[config.mk]
export PLATFORM = sky130hd
export DESIGN_NAME = timed_cmd_dispatcher_flat
export DESIGN_NICKNAME = d
export VERILOG_FILES = /design/src/rtl/timed_cmd_dispatcher_if.sv /design/src/rtl/timed_cmd_dispatcher.sv /design/src/flat_wrapper.sv
export SDC_FILE = /design/constraint.sdc
export NUM_CORES = 1
export LEC_CHECK = 0
export CAP_MARGIN = 15
export CORE_ASPECT_RATIO = 2
export CORE_MARGIN = 5
export CORE_UTILIZATION = 50
export CTS_CLUSTER_DIAMETER = 30
export CTS_CLUSTER_SIZE = 24
export DETAILED_ROUTE_END_ITERATION = 7
export DONT_BUFFER_PORTS = 1
export SYNTH_ARGS = -nofsm -noshare
export SYNTH_HDL_FRONTEND = slang
export SYNTH_SLANG_ARGS = --single-unit
export TNS_END_PERCENT = 30
[constraint.sdc]
create_clock -name clk -period 3.6 [get_ports clk]
set_clock_uncertainty 0.15 [all_clocks]
set_input_delay 0.18 -clock clk [delete_from_list [all_inputs] [get_ports clk]]
set_output_delay 0.18 -clock clk [all_outputs]
set_load 0.05 [all_outputs]
[src/rtl/timed_cmd_dispatcher_if.sv]
// Dispatcher-facing bundle: command FIFO pop handshake, global clock
// input, pin-controller command bus and status.
// master: the dispatcher. slave: FIFO / global clock / bus side.
interface timed_cmd_dispatcher_if #(
    parameter int unsigned TW = 32,
    parameter int unsigned AW = 19,
    parameter int unsigned DW = 32
);
    logic [TW-1:0] current_time;
    logic [79:0]   cmd_fifo_dout;
    logic          cmd_fifo_empty;
    logic          cmd_fifo_valid;
    logic          cmd_fifo_rd_en;
    logic [AW-1:0] cmd_bus_addr;
    logic [DW-1:0] cmd_bus_data;
    logic          cmd_bus_en;
    logic          cmd_bus_wr;
    logic          reset_time;
    logic          busy;

    modport master (
        input  current_time,
        input  cmd_fifo_dout,
        input  cmd_fifo_empty,
        input  cmd_fifo_valid,
        output cmd_fifo_rd_en,
        output cmd_bus_addr,
        output cmd_bus_data,
        output cmd_bus_en,
        output cmd_bus_wr,
        output reset_time,
        output busy
    );

    modport slave (
        output current_time,
        output cmd_fifo_dout,
        output cmd_fifo_empty,
        output cmd_fifo_valid,
        input  cmd_fifo_rd_en,
        input  cmd_bus_addr,
        input  cmd_bus_data,
        input  cmd_bus_en,
        input  cmd_bus_wr,
        input  reset_time,
        input  busy
    );
endinterface

[src/rtl/timed_cmd_dispatcher.sv]
// Timed command dispatcher: pops one {time, addr, data} entry at a time
// from the command FIFO, holds it until the global clock reaches its start
// time, then issues a one-cycle bus write, or a one-cycle global-clock reset
// pulse when the entry address is RST_ADDR.
// Optional statistics counters (issued_count, late_count) are built when
// the macro DISPATCH_STATS_EN is defined.
module timed_cmd_dispatcher #(
    parameter int unsigned TW       = 32,
    parameter int unsigned AW       = 19,
    parameter int unsigned DW       = 32,
    parameter logic [15:0] RST_ADDR = 16'hFFFF
) (
    input  logic                   clk,
    input  logic                   rst,
    timed_cmd_dispatcher_if.master io
`ifdef DISPATCH_STATS_EN
    ,
    output logic [31:0]            issued_count,
    output logic [31:0]            late_count
`endif
);

    typedef enum logic [2:0] {
        S_IDLE  = 3'd0,
        S_FETCH = 3'd1,
        S_LOAD  = 3'd2,
        S_WAIT  = 3'd3,
        S_ISSUE = 3'd4
    } state_t;

    state_t        state_q, state_d;
    logic [TW-1:0] t_q, t_d;
    logic [15:0]   a_q, a_d;
    logic [31:0]   d_q, d_d;
    logic [AW-1:0] addr_q, addr_d;
    logic [DW-1:0] data_q, data_d;

    // Modular lag of the clock behind the held start time; MSB clear means
    // the start time is now or already in the past (within half the range).
    logic [TW-1:0] diff;
    logic          due;
    logic          is_rst_entry;

    assign diff         = io.current_time - t_q;
    assign due          = ~diff[TW-1];
    assign is_rst_entry = (a_q == RST_ADDR);

    // State, held command and bus output registers.
    always_ff @(posedge clk or negedge rst) begin
        if (!rst) begin
            state_q <= S_IDLE;
            t_q     <= '0;
            a_q     <= '0;
            d_q     <= '0;
            addr_q  <= '0;
            data_q  <= '0;
        end else begin
            state_q <= state_d;
            t_q     <= t_d;
            a_q     <= a_d;
            d_q     <= d_d;
            addr_q  <= addr_d;
            data_q  <= data_d;
        end
    end

    // Next-state logic; bus addr/data are only refreshed on the way into a
    // normal ISSUE so they hold their last values between strobes.
    always_comb begin
        state_d = state_q;
        t_d     = t_q;
        a_d     = a_q;
        d_d     = d_q;
        addr_d  = addr_q;
        data_d  = data_q;
        unique case (state_q)
            S_IDLE: begin
                if (!io.cmd_fifo_empty) begin
                    state_d = S_FETCH;
                end
            end
            S_FETCH: begin
                state_d = S_LOAD;
            end
            S_LOAD: begin
                if (io.cmd_fifo_valid) begin
                    t_d     = io.cmd_fifo_dout[48 +: TW];
                    a_d     = io.cmd_fifo_dout[47:32];
                    d_d     = io.cmd_fifo_dout[31:0];
                    state_d = S_WAIT;
                end
            end
            S_WAIT: begin
                if (due) begin
                    state_d = S_ISSUE;
                    if (!is_rst_entry) begin
                        addr_d = AW'(a_q);
                        data_d = DW'(d_q);
                    end
                end
            end
            S_ISSUE: begin
                state_d = S_IDLE;
            end
            default: begin
                state_d = S_IDLE;
            end
        endcase
    end

    // Pulses decode straight from the registered state so reset clears them
    // immediately.
    assign io.cmd_fifo_rd_en = (state_q == S_FETCH);
    assign io.cmd_bus_en     = (state_q == S_ISSUE) && !is_rst_entry;
    assign io.cmd_bus_wr     = (state_q == S_ISSUE) && !is_rst_entry;
    assign io.reset_time     = (state_q == S_ISSUE) && is_rst_entry;
    assign io.busy           = (state_q != S_IDLE);
    assign io.cmd_bus_addr   = addr_q;
    assign io.cmd_bus_data   = data_q;

`ifdef DISPATCH_STATS_EN
    logic        first_wait_q;
    logic [31:0] issued_q;
    logic [31:0] late_q;
    logic        late_hit;

    // Late means already past the start time on the very first WAIT cycle.
    assign late_hit = (state_q == S_WAIT) && first_wait_q && due && (diff != '0);

    // Dispatch statistics; both counters wrap naturally.
    always_ff @(posedge clk or negedge rst) begin
        if (!rst) begin
            first_wait_q <= 1'b0;
            issued_q     <= '0;
            late_q       <= '0;
        end else begin
            first_wait_q <= (state_q == S_LOAD) && io.cmd_fifo_valid;
            if (state_q == S_ISSUE) begin
                issued_q <= issued_q + 32'd1;
            end
            if (late_hit) begin
                late_q <= late_q + 32'd1;
            end
        end
    end

    assign issued_count = issued_q;
    assign late_count   = late_q;
`endif

endmodule

[src/flat_wrapper.sv]
// flat-port wrapper written by rule: the top's interface ports become plain ports
module timed_cmd_dispatcher_flat 
#(
    parameter int unsigned TW       = 32,
    parameter int unsigned AW       = 19,
    parameter int unsigned DW       = 32,
    parameter logic [15:0] RST_ADDR = 16'hFFFF
)
  (clk, rst, io_current_time, io_cmd_fifo_dout, io_cmd_fifo_empty, io_cmd_fifo_valid, io_cmd_fifo_rd_en, io_cmd_bus_addr, io_cmd_bus_data, io_cmd_bus_en, io_cmd_bus_wr, io_reset_time, io_busy);
  timed_cmd_dispatcher_if #(.TW(TW), .AW(AW), .DW(DW)) io_i ();
  input  logic clk;
  input  logic rst;
  input wire logic [$bits(io_i.current_time)-1:0] io_current_time;
  input wire logic [$bits(io_i.cmd_fifo_dout)-1:0] io_cmd_fifo_dout;
  input wire logic [$bits(io_i.cmd_fifo_empty)-1:0] io_cmd_fifo_empty;
  input wire logic [$bits(io_i.cmd_fifo_valid)-1:0] io_cmd_fifo_valid;
  output wire logic [$bits(io_i.cmd_fifo_rd_en)-1:0] io_cmd_fifo_rd_en;
  output wire logic [$bits(io_i.cmd_bus_addr)-1:0] io_cmd_bus_addr;
  output wire logic [$bits(io_i.cmd_bus_data)-1:0] io_cmd_bus_data;
  output wire logic [$bits(io_i.cmd_bus_en)-1:0] io_cmd_bus_en;
  output wire logic [$bits(io_i.cmd_bus_wr)-1:0] io_cmd_bus_wr;
  output wire logic [$bits(io_i.reset_time)-1:0] io_reset_time;
  output wire logic [$bits(io_i.busy)-1:0] io_busy;
  assign io_i.current_time = io_current_time;
  assign io_i.cmd_fifo_dout = io_cmd_fifo_dout;
  assign io_i.cmd_fifo_empty = io_cmd_fifo_empty;
  assign io_i.cmd_fifo_valid = io_cmd_fifo_valid;
  assign io_cmd_fifo_rd_en = io_i.cmd_fifo_rd_en;
  assign io_cmd_bus_addr = io_i.cmd_bus_addr;
  assign io_cmd_bus_data = io_i.cmd_bus_data;
  assign io_cmd_bus_en = io_i.cmd_bus_en;
  assign io_cmd_bus_wr = io_i.cmd_bus_wr;
  assign io_reset_time = io_i.reset_time;
  assign io_busy = io_i.busy;
  timed_cmd_dispatcher #(.TW(TW), .AW(AW), .DW(DW), .RST_ADDR(RST_ADDR)) u_core (.clk(clk), .rst(rst), .io(io_i));
endmodule
== Word level (Yosys, flattened, before mapping) ==
Index checks and enable logic that the tools add are counted.

* Logic and storage cells: 29
* Register bits: 131

* Add/subtract/negate cells: 1
* Bitwise logic cells: 2
* Reductions and logical operators: 8
* Muxes and demuxes: 4
* Equality and inequality tests: 8

{| class="wikitable"
|+ Operators by type and width
! kind !! count
|-
| $sub 32x32->32 || 1
|-
| $eq 16x16->1 const B || 1
|-
| $pmux 3 s4 || 1
|-
| $mux 3 || 3
|-
| $eq 3x2->1 const B || 2
|-
| $ne 2x2->1 const B || 3
|-
| $reduce_and 3->1 || 2
|-
| $eq 3x1->1 const B || 1
|-
| $eq 3x3->1 const B || 1
|-
| $logic_not 3->1 || 1
|-
| $reduce_bool 3->1 || 1
|-
| $logic_and 1x1->1 || 2
|-
| $not 1->1 || 2
|-
| $reduce_and 2->1 || 1
|-
| $logic_not 1->1 || 1
|}

== Longest topological paths before layout ==
* Word-level depth: 3
* Gate-level depth with buffers: 11
* Gate-level depth less buffers: 9

== Worst setup path after synthesis ==
Ideal clock, no wire load.

* Kind: register to register
* Start: register u_core.t_q[28]
* End: register u_core.data_q[10], in the netlist u_core.io.cmd_bus_data[10]
* Setup slack: 892 ps
* Clock period less this slack: 2708 ps
* Cell stages (with the launch flop): 12
* Required time: 3325 ps
* Buffers on the path: 2
* Arrival time: 2433 ps
* Path through: dfrtp_1 > inv_1 > ha_1 > a21o_1 > a21o_1 > a22oi_1 > o211ai_1 > a31oi_2 > mux2_4 > buf_6 > buf_6 > mux2_4

* Cells in the longest elaborated chain, start to end: 3

{| class="wikitable"
|+ Ends and longest elaborated chain
! what !! RTL line !! RTL
|-
| from (decl) || timed_cmd_dispatcher.sv:32 || <nowiki>logic [TW-1:0] t_q, t_d;</nowiki>
|-
| from (signal assigned) || timed_cmd_dispatcher.sv:59 || <nowiki>t_q <= t_d;</nowiki>
|-
| $sub 32x32->32 || timed_cmd_dispatcher.sv:44 || <nowiki>assign diff = io.current_time - t_q;</nowiki>
|-
| $not 1->1 (no source line) || - ||
|-
| $reduce_and 3->1 (no source line) || - ||
|-
| to (signal assigned) || timed_cmd_dispatcher.sv:63 || <nowiki>data_q <= data_d;</nowiki>
|-
| to (decl) || timed_cmd_dispatcher.sv:36 || <nowiki>logic [DW-1:0] data_q, data_d;</nowiki>
|}

No other way between the ends.
A chain may end at the register's enable or synchronous reset.

== Worst setup path in the final report ==
* Start: register u_core.t_q[22]
* End: register u_core.data_q[7], in the netlist u_core.io.cmd_bus_data[7]

Same word-level chain as after synthesis.

==> results.sh <==
export IMPL_outcome="finished clean"
export IMPL_drt_pass1_iterations=5
export IMPL_synth_top_cell_area_share=0.563
export IMPL_die_area_um2=14000
export IMPL_grt_total_usage=0.192
export IMPL_ys_dominant_reg_cell="dfrtp_1"
export IMPL_postSynth_asyncResetShare=1.00
export IMPL_first_iter_violations=122
export IMPL_htree_num_levels=4
export IMPL_finish_utilization=0.655
export IMPL_global_placement_routability_congestion=0.809
export IMPL_synth_warnings=0
export IMPL_synth_ff_latch_count=131
export IMPL_placeableCoreArea_um2=11400
export IMPL_critPathArrivalTime_ps=3120
export IMPL_synth_cell_area_um2=5820
export IMPL_cp_end_kind="flop"
export IMPL_io_pins=172
export IMPL_wl_per_cell_um=18.4
export IMPL_final_min_period_over_clock_period=0.827
export IMPL_setup_violations_final=0
export IMPL_drt_drc_violations_left=0
export IMPL_post_route_cells_drive_above_1_share=0.251
export IMPL_post_cts_repair_setup_buffers=0
export IMPL_fill_cells=860
export IMPL_setup_tns_ps=0
export IMPL_grt_max_degree=132
export IMPL_clock_sinks=131
export IMPL_grt_overflow_total=0
export IMPL_synth_cell_type_count=38
export IMPL_timing_max_transition_violations_final=0
export IMPL_detail_route_vias_per_cell=5.28
export IMPL_grt_pass1_vias=4123
export IMPL_drtAntennaViolNets=0
export IMPL_relSlewSlack=0.273
export IMPL_cts_tree="yes"
export IMPL_io_buffers=0
export IMPL_post_cts_resized=0
export IMPL_die_x_um=86.3
export IMPL_rsz0062_at_grt="false"
export IMPL_route_vias_total=3691
export IMPL_die_height_um=163
export IMPL_first_pass_grt_wire_length_um=20800
export IMPL_worstPathCellList="inv_1 > ha_1 > a21oi_1 > o21ai_0 > a221oi_1 > o211ai_1 > a31oi_2 > mux2_4 > buf_12 > mux2_2"
export IMPL_max_incr_delay_on_cp_ps=370
export IMPL_max_clock_freq_mhz=336
export IMPL_netlist_top_cell_by_area="dfrtp_1"
export IMPL_vdd_ir_drop_worst_v=0.000673
export IMPL_routed_wl_um=12900
export IMPL_critical_path_startpoint_type="flop"
export IMPL_finalHoldViolCount=0
export IMPL_nets=692
export IMPL_synthTopCellsByArea="dfrtp_1 (56%), mux2_2 (15%), ha_1 (6.5%)"
export IMPL_cp_required_ps=3740
export IMPL_pin_slew_with_the_least_headroom_to_its_limit_ps=1090
export IMPL_timing_final_crit_period_ps=2980
export IMPL_placement_rows=55
export IMPL_placement_cell_area_um2=5960
export IMPL_clk_pin_slew_worst_paths_ps=60
export IMPL_synthCells=456
export IMPL_n_antenna_cell=0
export IMPL_worstPathMaxFanout=28
export IMPL_area_growth_synth_to_final_pct=27.8
export IMPL_clock_path_buffers=2
export IMPL_worst_path_max_delay_cell="dfrtp_1"
export IMPL_timing_critical_path_buf_inv=2
export IMPL_seq_area_frac_synth=0.563
export IMPL_clock_tree_root_cell="clkbuf_16"
export IMPL_floorplan_initialDensity=0.512
export IMPL_final_hold_worst_slack_ps=198
export IMPL_cpLargestDelayFamily="compound AO/OA/AOI/OAI gates"
export IMPL_final_design_area_no_fill_um2=7430
export IMPL_edff_count_synth=0
export IMPL_hold_path_class="input pin to async pin"
export IMPL_path_class="flop to flop"
export IMPL_pwr_density_cell_nw_per_um2=1030
export IMPL_numCtsBuffers=17
export IMPL_post_dp_hpwl_um=9030
export IMPL_leakagePower_nw=3.39
export IMPL_grt_antenna_before_repair=0
export IMPL_clock_latency_ps=410
export IMPL_syn_avg_cell_area_um2=12.8
export IMPL_cap_viol_max_count=0
## per-layer routing
metal | global-route usage | share of wire | wire length (um) | vias up
met2 | 0.345 | 0.54 | 6980 | 121
met5 | 0 | 0 | 0 | -
met4 | 0.0922 | 0.024 | 310 | 0
li1 | - | - | - | 1738
met1 | 0.204 | 0.37 | 4720 | 1806
met3 | 0.0486 | 0.068 | 877 | 26
## per-stage QoR
step	total power, mW	setup WS, ps	std cells
4_1_cts	7.78	586	699
3_5_place_dp	5.85	606	584
6_report	7.68	622	699
5_1_grt	8.17	456	699
2_1_floorplan	5.32	892	458
3_3_place_gp	5.74	698	584
## where the power goes
part	switching, mW	total (mW)	internal [mW]
Combinational	1.02	2.23	1.21
Clock	0.631	1.79	1.16
Sequential	1.45	3.66	2.21
Total	3.10	7.68	4.58
## cells in the mapped netlist, types with 2 or more instances
cell type and instances:
nand4_1 5, buf_2 2, dfrtp_1 131, mux2_2 77, buf_4 4, inv_1 35
nand4_2 2, nand2_1 46, a21o_1 2, xnor2_1 3, clkbuf_1 11, a21oi_1 15
buf_1 2, nor3_1 4, buf_6 3, o21ai_0 36, ha_1 30, mux2_4 20
nor2_1 9
## timing repair
item                       in CTS  in global routing
hold buffers                   85                  0
setup endpoints to repair       0                  0
hold endpoints to repair      214                  0
## registers in the layout (all words and copies together), names as in the netlist
register                count
u_core.d_q                 32
u_core.io.cmd_bus_data     32
u_core.a_q                 16
u_core.state_q              3
u_core.io.cmd_bus_addr     16
u_core.t_q                 32
## cell type report
| class | count | area (um2) | share of cell area |
|---|---|---|---|
| sequential | 131 | 3280 | 0.441 |
| multi-input combinational | 270 | 2310 | 0.311 |
| timing repair buffer | 91 | 926 | 0.125 |
| clock buffer | 18 | 429 | 0.0577 |
| clock inverter | 12 | 181 | 0.0244 |
| tap | 142 | 178 | 0.0239 |
| inverter | 35 | 131 | 0.0177 |
## logic make-up after synthesis
group | share of synthesized area
flip-flops | 0.563
AO/OA/AOI/OAI | 0.0602
buffers and inverters | 0.0437
XOR/XNOR | 0.00602
multiplexers | 0.202
adder cells (fa/ha/maj) | 0.0645
other | 0.000645
AND/OR/NAND/NOR | 0.0591
## placed cells by master (no fill, tap or decap), types with 4 or more instances in the layout
master         synthesis  routed
ha_1                  30      30
mux2_4                20      20
inv_1                 35      35
buf_4                  4       5
bufinv_16              0       4
nand2_1               46      46
nor3_1                 4       4
mux2_2                77      77
dlygate4sd3_1          0      84
nand4_1                5       5
clkbuf_16              0      17
dfrtp_1              131     131
nor2_1                 9       8
o21ai_0               36      36
a21oi_1               15      15
## final timing paths
check | startpoint | endpoint | slack [ps] | cells past startpoint
max | u_core.t_q[22]$_DFFE_PN0P_ | u_core.io.cmd_bus_data[7]$_DFFE_PN0P_ | 620 | 10
min | rst | u_core.t_q[6]$_DFFE_PN0P_ | 200 | 2
max reg2reg | u_core.t_q[22]$_DFFE_PN0P_ | u_core.io.cmd_bus_data[7]$_DFFE_PN0P_ | 620 | 10
min reg2reg | u_core.t_q[0]$_DFFE_PN0P_ | u_core.t_q[0]$_DFFE_PN0P_ | 350 | 1
max in group asynchronous | rst | u_core.t_q[20]$_DFFE_PN0P_ | 2520 | 2
min in group clk | io_cmd_fifo_valid | u_core.a_q[1]$_DFFE_PN0P_ | 230 | 4
No activity file was read; power rests on OpenSTA's default activity.
